## config.mk

```make
export PLATFORM = sky130hd
export DESIGN_NAME = aes192_key_expand_rom_reader
export DESIGN_NICKNAME = d
export VERILOG_FILES = /design/src/rtl/aes192_key_expand_rom_reader.sv
export SDC_FILE = /design/constraint.sdc
export NUM_CORES = 1
export LEC_CHECK = 0
export CORE_ASPECT_RATIO = 0.8
export CORE_UTILIZATION = 40
export DETAILED_ROUTE_END_ITERATION = 8
export SYNTH_ARGS = -nofsm -noshare
export SYNTH_HDL_FRONTEND = slang
export SYNTH_SLANG_ARGS = --single-unit
export TNS_END_PERCENT = 10
```

## constraint.sdc

```tcl
create_clock -name clk -period 32.4 [get_ports clk]
set_clock_uncertainty 0.15 [all_clocks]
set_input_delay 4.86 -clock clk [delete_from_list [all_inputs] [get_ports clk]]
set_output_delay 4.86 -clock clk [all_outputs]
set_load 0.02 [all_outputs]
```

## src/rtl/aes192_key_expand_rom_reader.sv

```systemverilog
// AES-192 key-schedule engine: drives the Rcon and S-box ROM read ports and
// streams round-key words w[0..51] one per rk_valid pulse.
module aes192_key_expand_rom_reader #(
  parameter int NUM_WORDS = 52,
  parameter int NK        = 6,
  parameter int RCON_AW   = 4
) (
  input  logic               clk,
  input  logic               reset,
  input  logic               start,
  input  logic [191:0]       key_in,
  output logic [RCON_AW-1:0] rcon_address0,
  output logic               rcon_ce0,
  input  logic [7:0]         rcon_q0,
  output logic [7:0]         sbox_address0,
  output logic               sbox_ce0,
  input  logic [7:0]         sbox_q0,
  output logic               rk_valid,
  output logic [5:0]         rk_index,
  output logic [31:0]        rk_word,
  output logic               busy,
  output logic               done
);

  localparam logic [5:0] LAST_IDX   = 6'(NUM_WORDS);
  localparam logic [5:0] KEY_WORDS  = 6'(NK);
  localparam logic [2:0] LAST_PHASE = 3'(NK - 1);

  typedef enum logic [2:0] {S_IDLE, S_LOAD, S_CALC, S_SUB, S_EMIT, S_DONE} state_t;

  state_t             r_state;
  logic [31:0]        r_win [NK];
  logic [5:0]         r_next;
  logic [2:0]         r_phase;
  logic [2:0]         r_sub;
  logic [RCON_AW-1:0] r_rcon_addr;
  logic [7:0]         r_rcon;
  logic [23:0]        r_temp;
  logic [31:0]        w_calc;
  logic [31:0]        w_subw;

  // The lowest S-box byte arrives in the emit decision cycle, so it is used straight off the ROM.
  function automatic logic [31:0] f_sched_mix(input logic [31:0] prev6,
                                              input logic [23:0] sub_hi,
                                              input logic [7:0]  sub_lo,
                                              input logic [7:0]  rcon);
    return prev6 ^ ({sub_hi, sub_lo} ^ {rcon, 24'h0});
  endfunction

  assign w_calc = r_win[0] ^ r_win[NK-1];
  assign w_subw = f_sched_mix(r_win[0], r_temp, sbox_q0, r_rcon);

  always_ff @(posedge clk) begin
    if (reset) begin
      r_state       <= S_IDLE;
      r_next        <= '0;
      r_phase       <= '0;
      r_sub         <= '0;
      r_rcon_addr   <= '0;
      rk_valid      <= 1'b0;
      rk_index      <= '0;
      rk_word       <= '0;
      busy          <= 1'b0;
      done          <= 1'b0;
      rcon_address0 <= '0;
      rcon_ce0      <= 1'b0;
      sbox_address0 <= '0;
      sbox_ce0      <= 1'b0;
    end else begin
      rk_valid      <= 1'b0;
      done          <= 1'b0;
      rcon_ce0      <= 1'b0;
      sbox_ce0      <= 1'b0;
      rcon_address0 <= '0;
      sbox_address0 <= '0;
      case (r_state)
        S_IDLE: begin
          if (start) begin
            for (int k = 0; k < NK; k++) r_win[k] <= key_in[191-32*k -: 32];
            rk_valid    <= 1'b1;
            rk_index    <= '0;
            rk_word     <= key_in[191:160];
            r_next      <= 6'd1;
            r_phase     <= 3'd1;
            r_rcon_addr <= '0;
            busy        <= 1'b1;
            r_state     <= S_LOAD;
          end
        end
        S_LOAD, S_CALC, S_EMIT: begin
          if (r_next == LAST_IDX) begin
            done    <= 1'b1;
            busy    <= 1'b0;
            r_state <= S_DONE;
          end else if (r_next < KEY_WORDS) begin
            rk_valid <= 1'b1;
            rk_index <= r_next;
            rk_word  <= r_win[r_next[2:0]];
            r_next   <= r_next + 6'd1;
            r_phase  <= (r_phase == LAST_PHASE) ? 3'd0 : r_phase + 3'd1;
            r_state  <= S_LOAD;
          end else if (r_phase == 3'd0) begin
            // RotWord is folded into the issue order: a1, a2, a3, a0.
            sbox_address0 <= r_win[NK-1][23:16];
            sbox_ce0      <= 1'b1;
            rcon_address0 <= r_rcon_addr;
            rcon_ce0      <= 1'b1;
            r_sub         <= 3'd0;
            r_state       <= S_SUB;
          end else begin
            rk_valid <= 1'b1;
            rk_index <= r_next;
            rk_word  <= w_calc;
            for (int k = 0; k < NK-1; k++) r_win[k] <= r_win[k+1];
            r_win[NK-1] <= w_calc;
            r_next   <= r_next + 6'd1;
            r_phase  <= (r_phase == LAST_PHASE) ? 3'd0 : r_phase + 3'd1;
            r_state  <= S_CALC;
          end
        end
        S_SUB: begin
          case (r_sub)
            3'd0: begin
              sbox_address0 <= r_win[NK-1][15:8];
              sbox_ce0      <= 1'b1;
              r_sub         <= 3'd1;
            end
            3'd1: begin
              r_temp[23:16] <= sbox_q0;
              r_rcon        <= rcon_q0;
              sbox_address0 <= r_win[NK-1][7:0];
              sbox_ce0      <= 1'b1;
              r_sub         <= 3'd2;
            end
            3'd2: begin
              r_temp[15:8]  <= sbox_q0;
              sbox_address0 <= r_win[NK-1][31:24];
              sbox_ce0      <= 1'b1;
              r_sub         <= 3'd3;
            end
            3'd3: begin
              r_temp[7:0] <= sbox_q0;
              r_sub       <= 3'd4;
            end
            3'd4: begin
              rk_valid <= 1'b1;
              rk_index <= r_next;
              rk_word  <= w_subw;
              for (int k = 0; k < NK-1; k++) r_win[k] <= r_win[k+1];
              r_win[NK-1] <= w_subw;
              r_next      <= r_next + 6'd1;
              r_phase     <= 3'd1;
              r_rcon_addr <= r_rcon_addr + 1'b1;
              r_sub       <= 3'd0;
              r_state     <= S_EMIT;
            end
            default: r_sub <= 3'd0;
          endcase
        end
        S_DONE:  r_state <= S_IDLE;
        default: r_state <= S_IDLE;
      endcase
    end
  end

endmodule

```

==> reports/results.ini, run 1 <==
[final_layout]
antennaDiodeCount=0
final_nets=1710
syn2layout_area_growth_pct=25.1
postLayoutCellArea_um2=20100
layout_common_cells=clkdlybuf4s50_1 (264), edfxtp_1 (224), mux2_1 (114)
postLayoutCoreUtil_pct=51.0
layout_commonest_cell=clkdlybuf4s50_1
drive_gt1_share_pct=15.3

[pwr]
p_leak_nw=6.55
vdd_drop_max_v=0.0000282
powerDensity_nw_per_um2=45.6

[yosys]
synth-adder-area-share_pct=0.295
synth.area.top_cells=edfxtp_1 (42%), dfxtp_1 (9.6%), mux2_1 (8.0%), mux2_2 (6.6%), mux4_2 (3.4%)
synthDistinctLibCells=63
async_flop_share_pct=0
synth_top_family_by_area=multiplexers
ys.flop_type=edfxtp_1
synth_xor_area_share_pct=4.24
ys_ff_latch=301
synth_top_cell_area_share_pct=41.8
yosys.area.top_type=edfxtp_1
synthMuxAreaShare_pct=19.9
yosysSeqAreaShare_pct=51.3
yosys_warnings=0
syn_area_per_cell_um2=12.7
syn-num-nets=1486
synth_edf_count=224
syn-cell-area_um2=16100
synthSimpleGateAreaFrac_pct=7.79
synth_compound_area_share_pct=13.0
synthCells=1272

[clocking]
cts.sinks=301
cts_setup_buffers=0
cts_tree=done
cts_root_buf=clkbuf_16
htreeDepth=2
cts_resized=0
cts_inserted_buffers=34
clk_pin_slew_ps=60
ctsHoldBuffers=0
clk-insertion-delay-late_ps=530
cts_buffer_depth=3

[global_route]
grt_max_degree=187
grt_overflow=0
grt_pass1_wl_um=71500
antenna_found_initial=0
grt_pass1_vias=11294
grt_use_total_pct=23.2

[timing]
period_share_pct=26.8
post-route-min-period_ps=8680
hold_ws_ps=323
setup_tns_ps=0
hold_viol_final=0
rsz0062_at_grt=false
slew_headroom_pct=12.4
final_max_slew_viol_count=0
tightest_slew_ps=1310
max_freq_mhz=115
finalSetupViolations=0

[floorplanning]
dieArea_um2=41100
start_util_pct=40.7
ios=266
die_y_um=181
coreArea_um2=39500
die_w_um=226
rows=65

[run]
maxCapViolCount=0

[worst_setup_path]
worstPathCellList=buf_2, buf_4, or3_4, o41ai_4, buf_12, o21bai_4, buf_4, buf_4
crit_path_end_kind=register
cp_data_required_time_ps=32390
worst_ep_arrival_time_ps=8660
startpoint_type=primary input
cpMostUsedCell=buf_4
crit_fanout=186
critPathMaxStageDelay_ps=720
criticalPathCategory=primary input to register
slowest_stage=buf_4

[placement]
io_buffers=265
dp_hpwl_um=32800
gp_congestion=0.815
place_area_um2=19100

[route]
vias=11680
firstDrtPassIters=5
drt-initial-drc-count=1113
wl_um=48000
viasPerCell=5.68
detail_route.wl_per_cell_um=23.4
ant_nets=0
drcViolationCount=0

[hold_path]
hp-class=register to register

[outcome]
outcome=completed

==> worst paths after layout <==
| check | cells after the start | startpoint | slack [ps] | end |
|---|---|---|---|---|
| setup reg to reg | 7 | r_state[0] | 27380 | r_win[3][21] |
| hold reg to reg | 2 | rk_index[4] | 320 | rk_index[4] |
| hold / removal | 2 | rk_index[4] | 320 | rk_index[4] |
| setup / recovery | 8 | reset | 23720 | r_win[3][21] |
==> routing by layer <==
layer / GRT usage, % / vias up / share of wire, %
li1: - / 5364 / -
met1: 35.0 / 5825 / 48
met2: 34.3 / 429 / 44
met3: 3.58 / 62 / 6.0
met4: 6.24 / 0 / 2.1
met5: 0 / - / 0
==> cell families (layout without fill, tap and decap cells) <==
group           Yosys count  count (layout)
simple gates            262             262
fa+ha+maj                 4               4
compound gates          263             263
flops                   301             301
xor+xnor                 78              78
buf+inv                 100             349
mux                     264             264
==> registers in the layout (all words and copies together) (netlist names), 4 cells and up, named ones only <==
register and cells:
r_rcon 8, r_temp 24, sbox_address0 8, rk_word 32, rcon_address0 4, r_win 192, r_rcon_addr 4, rk_index 6
r_next 6
==> where the power goes <==
group	switching [mW]	internal, mW	total (mW)	leakage (nW)
clock network	0.160	0.209	0.369	0.512
logic	0.0461	0.0568	0.103	3.34
registers	0.0166	0.430	0.447	2.70
total	0.222	0.696	0.919	6.55
==> worst max-delay path, delay by kind of cell <==
kind / cells / cell delay, ps
AOI/OAI and AO/OA: 2 / 420
buffers and inverters: 5 / 2180
and+or+nand+nor: 1 / 650
==> cells in the mapped netlist, types with 9 or more instances <==
| cell type | n |
|---|---|
| mux4_2 | 24 |
| nand3_1 | 9 |
| edfxtp_1 | 224 |
| a21oi_1 | 20 |
| clkbuf_1 | 45 |
| or3_1 | 27 |
| o22ai_1 | 17 |
| o32a_1 | 24 |
| mux2_2 | 94 |
| o31ai_1 | 24 |
| nand2_1 | 81 |
| mux2i_1 | 32 |
| a22o_1 | 25 |
| buf_4 | 11 |
| mux2_1 | 114 |
| xor2_1 | 19 |
| o21a_1 | 10 |
| nor2_1 | 89 |
| dfxtp_1 | 77 |
| xnor2_1 | 59 |
| nand3b_1 | 11 |
| buf_6 | 14 |
| a211oi_2 | 24 |
| buf_2 | 17 |
| o21ai_0 | 53 |
| a311oi_1 | 24 |
==> layout make-up <==
type	instances	area (um^2)
Clock buffer	45	923
Clock inverter	16	108
Fill cell	3454	19400
Inverter	4	15.0
Multi-Input combinational cell	871	7350
Sequential cell	301	8270
Tap cell	536	671
Timing Repair Buffer	284	2800
==> metrics by stage <==
| stage | setup WS (ps) | power (mW) | instances |
|---|---|---|---|
| 2_1_floorplan | 18740 | 0.503 | 1272 |
| 3_3_place_gp | 23360 | 0.557 | 1996 |
| 3_5_place_dp | 23350 | 0.558 | 1996 |
| 4_1_cts | 23920 | 0.926 | 2057 |
| 5_1_grt | 23630 | 0.950 | 2057 |
| 6_report | 23720 | 0.919 | 2057 |
No activity file was read; power rests on OpenSTA's default activity.
==> inputs of run 2 (changes only) <==
Settings changed: PLACE_DENSITY set to 0.65.
Clock period 32.4 ns to 7.05 ns, I/O delays scaled along.
==> run 2 against run 1 <==
Net effect: the run now ends with slew limit left; worst hold slack lost 6.2 ps; critical path depth fell by 3; flip-flop and latch count stayed put; cell count is the same; sequential share of layout area is essentially flat; register-to-register slack lost 24000 ps; largest power group unchanged; via count is 0.89% higher; die area unchanged; non-clock buffer count decreased by 1; core utilization is essentially flat.
==> reports/results.ini, run 2 (synthesis gave the netlist of run 1 again) <==
[floorplanning]
ios=266
coreArea_um2=39500
dieArea_um2=41100
die_w_um=226
start_util_pct=40.7
die_y_um=181
rows=65

[final_layout]
top_regs=r_win x192, rk_word x32, r_temp x24
layout_common_cells=clkdlybuf4s50_1 (264), edfxtp_1 (224), mux2_1 (114)
largest_register_ffs=192
postLayoutCoreUtil_pct=51.0
drive_gt1_share_pct=14.9
antennaDiodeCount=0
largest-register=r_win
n_fill_cell=3532
final_nets=1709
syn2layout_area_growth_pct=25.2
layout_commonest_cell=clkdlybuf4s50_1

[clocking]
cts_inserted_buffers=34
htreeDepth=2
cts_setup_buffers=0
cts_root_buf=clkbuf_16
cts_buffer_depth=3
cts_tree=done
ctsHoldBuffers=0
clk-insertion-delay-late_ps=520
clk_pin_slew_ps=60
cts.sinks=301
cts_resized=0

[worst_setup_path]
r2r_slack_ps=3300
crit_path_end_kind=register
reg2reg_depth=5
worst_ep_arrival_time_ps=3870
criticalPathCategory=register to register
r2r-end=r_win[2][2]
r2r_start=r_state[2]
crit_fanout=185
cp_data_required_time_ps=7160
critical_path.startpoint=r_state[2]
startpoint_type=register

[run]
maxCapViolCount=0

[timing]
max_freq_mhz=266
hold_viol_final=0
setup_ws_ps=3300
final_max_slew_viol_count=53
tightest_slew_ps=1540
setup_tns_ps=0
hold_ws_ps=317
period_share_pct=53.3
rsz0062_at_grt=false
post-route-min-period_ps=3750
slew_headroom_pct=-2.87
finalSetupViolations=0

[route]
detail_route.wl_per_cell_um=23.1
ant_nets=0
firstDrtPassIters=5
drt-initial-drc-count=1081
drcViolationCount=0
vias=11784
wl_um=47500
viasPerCell=5.73

[global_route]
grt_overflow=0
antenna_found_initial=0
grt_pass1_wl_um=71200
grt_max_degree=186
grt_pass1_vias=11444
grt_use_total_pct=23.0

[hold_path]
min_to=rk_index[0]
min_path_cells=2
holdCritStartpoint=rk_index[0]
hp-class=register to register

[pwr]
p_leak_nw=6.55
vdd_drop_max_v=0.000122
powerDensity_nw_per_um2=209

[placement]
dp_slack_ps=2940
io_buffers=265
dp_hpwl_um=32800
gp_congestion=0.848

[outcome]
outcome=complete, but fails checks
violations=slew limit

==> run 2: final cells by class <==
| type | count | area, um^2 | area share [%] |
|---|---|---|---|
| Inverter | 4 | 15.0 | 0.0745 |
| Clock inverter | 7 | 36.3 | 0.180 |
| Sequential cell | 301 | 8270 | 41.0 |
| Tap cell | 536 | 671 | 3.33 |
| Timing Repair Buffer | 283 | 2800 | 13.9 |
| Multi-Input combinational cell | 871 | 7350 | 36.5 |
| Clock buffer | 55 | 1010 | 5.03 |
==> run 2: through the flow <==
step                area, um^2  std cells  total power [mW]
CTS                      20200       2057              4.25
detailed placement       19100       1995              2.57
global placement         19100       1995              2.56
finish                   20200       2057              4.22
floorplan                16100       1272              2.31
global route             20200       2057              4.37
==> run 2: worst max-delay path, stage by stage, from the launching register on <==
cell and delay [ps]:
dfxtp_1 440, nand3b_1 540, or3_4 680, o41ai_4 140, buf_12 470, mux2_2 430
==> run 2: worst max-delay path by stage <==
| stage | endpoint | depth (start not counted) |
|---|---|---|
| after CTS | r_win[5][15] | 5 |
| final | r_win[2][2] | 5 |
| after floorplan | r_win[0][0] | 4 |
| after global placement | r_win[5][10] | 5 |
| after global routing | r_win[5][26] | 5 |
| after detailed placement | r_win[5][15] | 5 |
==> run 2: per-layer routing <==
metal | vias up | part of all wire (%) | track usage (%) | routed length [um]
met3 | 67 | 7.1 | 3.98 | 3370
met5 | - | 0 | 0 | 0
li1 | 5364 | - | - | -
met2 | 446 | 44 | 34.0 | 20900
met4 | 0 | 2.6 | 7.03 | 1210
met1 | 5907 | 46 | 34.1 | 22000
==> run 2: report_power, final <==
group	internal (mW)	leakage [nW]	switching (mW)
registers	1.98	2.70	0.0708
clock network	0.986	0.513	0.707
logic	0.262	3.34	0.217
==> inputs of run 3 (changes only) <==
Settings changed: PLACE_DENSITY 0.65 to unset.
Clock period 7.05 ns to 3.7 ns, I/O delays scaled along.
==> run 3 against run 2 <==
Net effect: largest cell class unchanged; critical path type unchanged; largest power group unchanged; worst hold slack lost 76 ps; die area is the same; clock-buffer cell count shrank 4; the flow now finishes without violations; highest routed layer is now met5; cell count grew 1.2%.
==> reports/results.ini, run 3 (synthesis gave the netlist of run 1 again) <==
[outcome]
outcome=completed

[worst_setup_path]
worst_ep_arrival_time_ps=3190
critPathMaxStageDelay_ps=520
criticalPathCategory=register to register
startpoint_type=register
crit_fanout=119
worstPathCellList=inv_1, ha_1, nand4_1, a21oi_4, o41ai_4, buf_12, mux2_2
cp_data_required_time_ps=3820
slowest_stage=buf_12
crit_path_end_kind=register

[global_route]
grt_max_degree=120
grt_pass1_wl_um=74000
grt_use_total_pct=23.9
antenna_found_initial=4
grt_pass1_vias=11776
grt_overflow=0

[floorplanning]
start_util_pct=40.7
coreArea_um2=39500
die_w_um=226
dieArea_um2=41100
ios=266
die_y_um=181
rows=65

[clocking]
clk_pin_slew_ps=60
cts_tree=done
cts_setup_buffers=0
ctsHoldBuffers=0
cts_inserted_buffers=35
cts.sinks=301
htreeDepth=2
clk-insertion-delay-late_ps=530
cts_buffer_depth=3
cts_resized=0
cts_root_buf=clkbuf_16

[route]
vias=11952
viasPerCell=5.74
ant_nets=0
wl_um=49300
drcViolationCount=0
detail_route.wl_per_cell_um=23.7
drt-initial-drc-count=962
firstDrtPassIters=5

[placement]
io_buffers=265
dp_slack_ps=695
gp_congestion=0.868
place_area_um2=19300
dp_hpwl_um=34500

[timing]
finalSetupViolations=0
hold_viol_final=0
period_share_pct=83.0
post-route-min-period_ps=3070
tightest_slew_ps=1120
setup_tns_ps=0
rsz0062_at_grt=false
slew_headroom_pct=25.3
final_max_slew_viol_count=0
max_freq_mhz=326
setup_ws_ps=629

[final_layout]
layout_common_cells=clkdlybuf4s50_1 (264), edfxtp_1 (224), mux2_1 (114)
top_regs=r_win x192, rk_word x32, r_temp x24
layout_commonest_cell=clkdlybuf4s50_1
final_nets=1730
drive_gt1_share_pct=16.5
largest_register_ffs=192
postLayoutCellArea_um2=20400
largest-register=r_win
syn2layout_area_growth_pct=26.7
n_fill_cell=3525

[pwr]
powerDensity_nw_per_um2=400
p_leak_nw=6.69
vdd_drop_max_v=0.000246

[hold_path]
hp-class=primary input to register

[run]
maxCapViolCount=0

## run 3: changes by cell type in the layout (fill, tap and decap cells not counted)
cell,delta
clkbuf_16,-1
clkbuf_8,+3
diode_2,+2
clkinv_2,+4
inv_6,+2
clkbuf_1,-6
buf_12,+5
buf_4,+15
## run 3: final cells by class
type / instances / area [um^2] / share of cell area, %
clock inverter: 13 / 73.8 / 0.362
timing repair buffer: 303 / 3010 / 14.7
multi-input combinational: 871 / 7350 / 36.0
inverter: 4 / 15.0 / 0.0736
antenna: 2 / 5.00 / 0.0245
sequential: 301 / 8270 / 40.5
clock buffer: 51 / 1010 / 4.94
tap: 536 / 671 / 3.29
## run 3: routing by layer
metal	vias to the layer above	wire (um)	GRT usage, %
met3	58	3240	4.17
li1	5405	-	-
met2	454	22100	36.2
met5	-	13	0
met1	6033	23000	35.0
met4	2	951	6.59
## run 3: path summary, 6_finish.rpt
path                                endpoint  cells past startpoint        start  slack, ps
worst max-delay path            r_win[2][23]                      7    r_next[1]        630
worst min-delay path              r_phase[2]                      2        reset        240
worst max register to register  r_win[2][23]                      7    r_next[1]        630
worst min register to register   rk_index[1]                      2  rk_index[1]        320
## run 3: through the flow
| stage | utilization [%] | total power, mW | instances | hold slack [ps] |
|---|---|---|---|---|
| 3_3_place_gp | 48.9 | 4.89 | 2015 | 299 |
| 2_1_floorplan | - | 4.40 | 1272 | 300 |
| 6_report | 51.6 | 8.17 | 2081 | 241 |
| 3_5_place_dp | 48.9 | 4.90 | 2015 | 313 |
| 5_1_grt | 51.6 | 8.44 | 2081 | 245 |
| 4_1_cts | 51.6 | 8.25 | 2079 | 216 |
## run 3: power by group
part	total (mW)	switching [mW]	internal (mW)
sequential	3.90	0.136	3.77
clock	3.33	1.43	1.90
combinational	0.928	0.417	0.511
total	8.17	1.99	6.18
## run 3: critical path: cells and delay by family (launching register included)
kind | cells | cell delay (ps)
buf+inv | 2 | 600
flops | 1 | 500
simple gates | 1 | 190
mux | 1 | 420
compound gates | 2 | 590
fa+ha+maj | 1 | 180
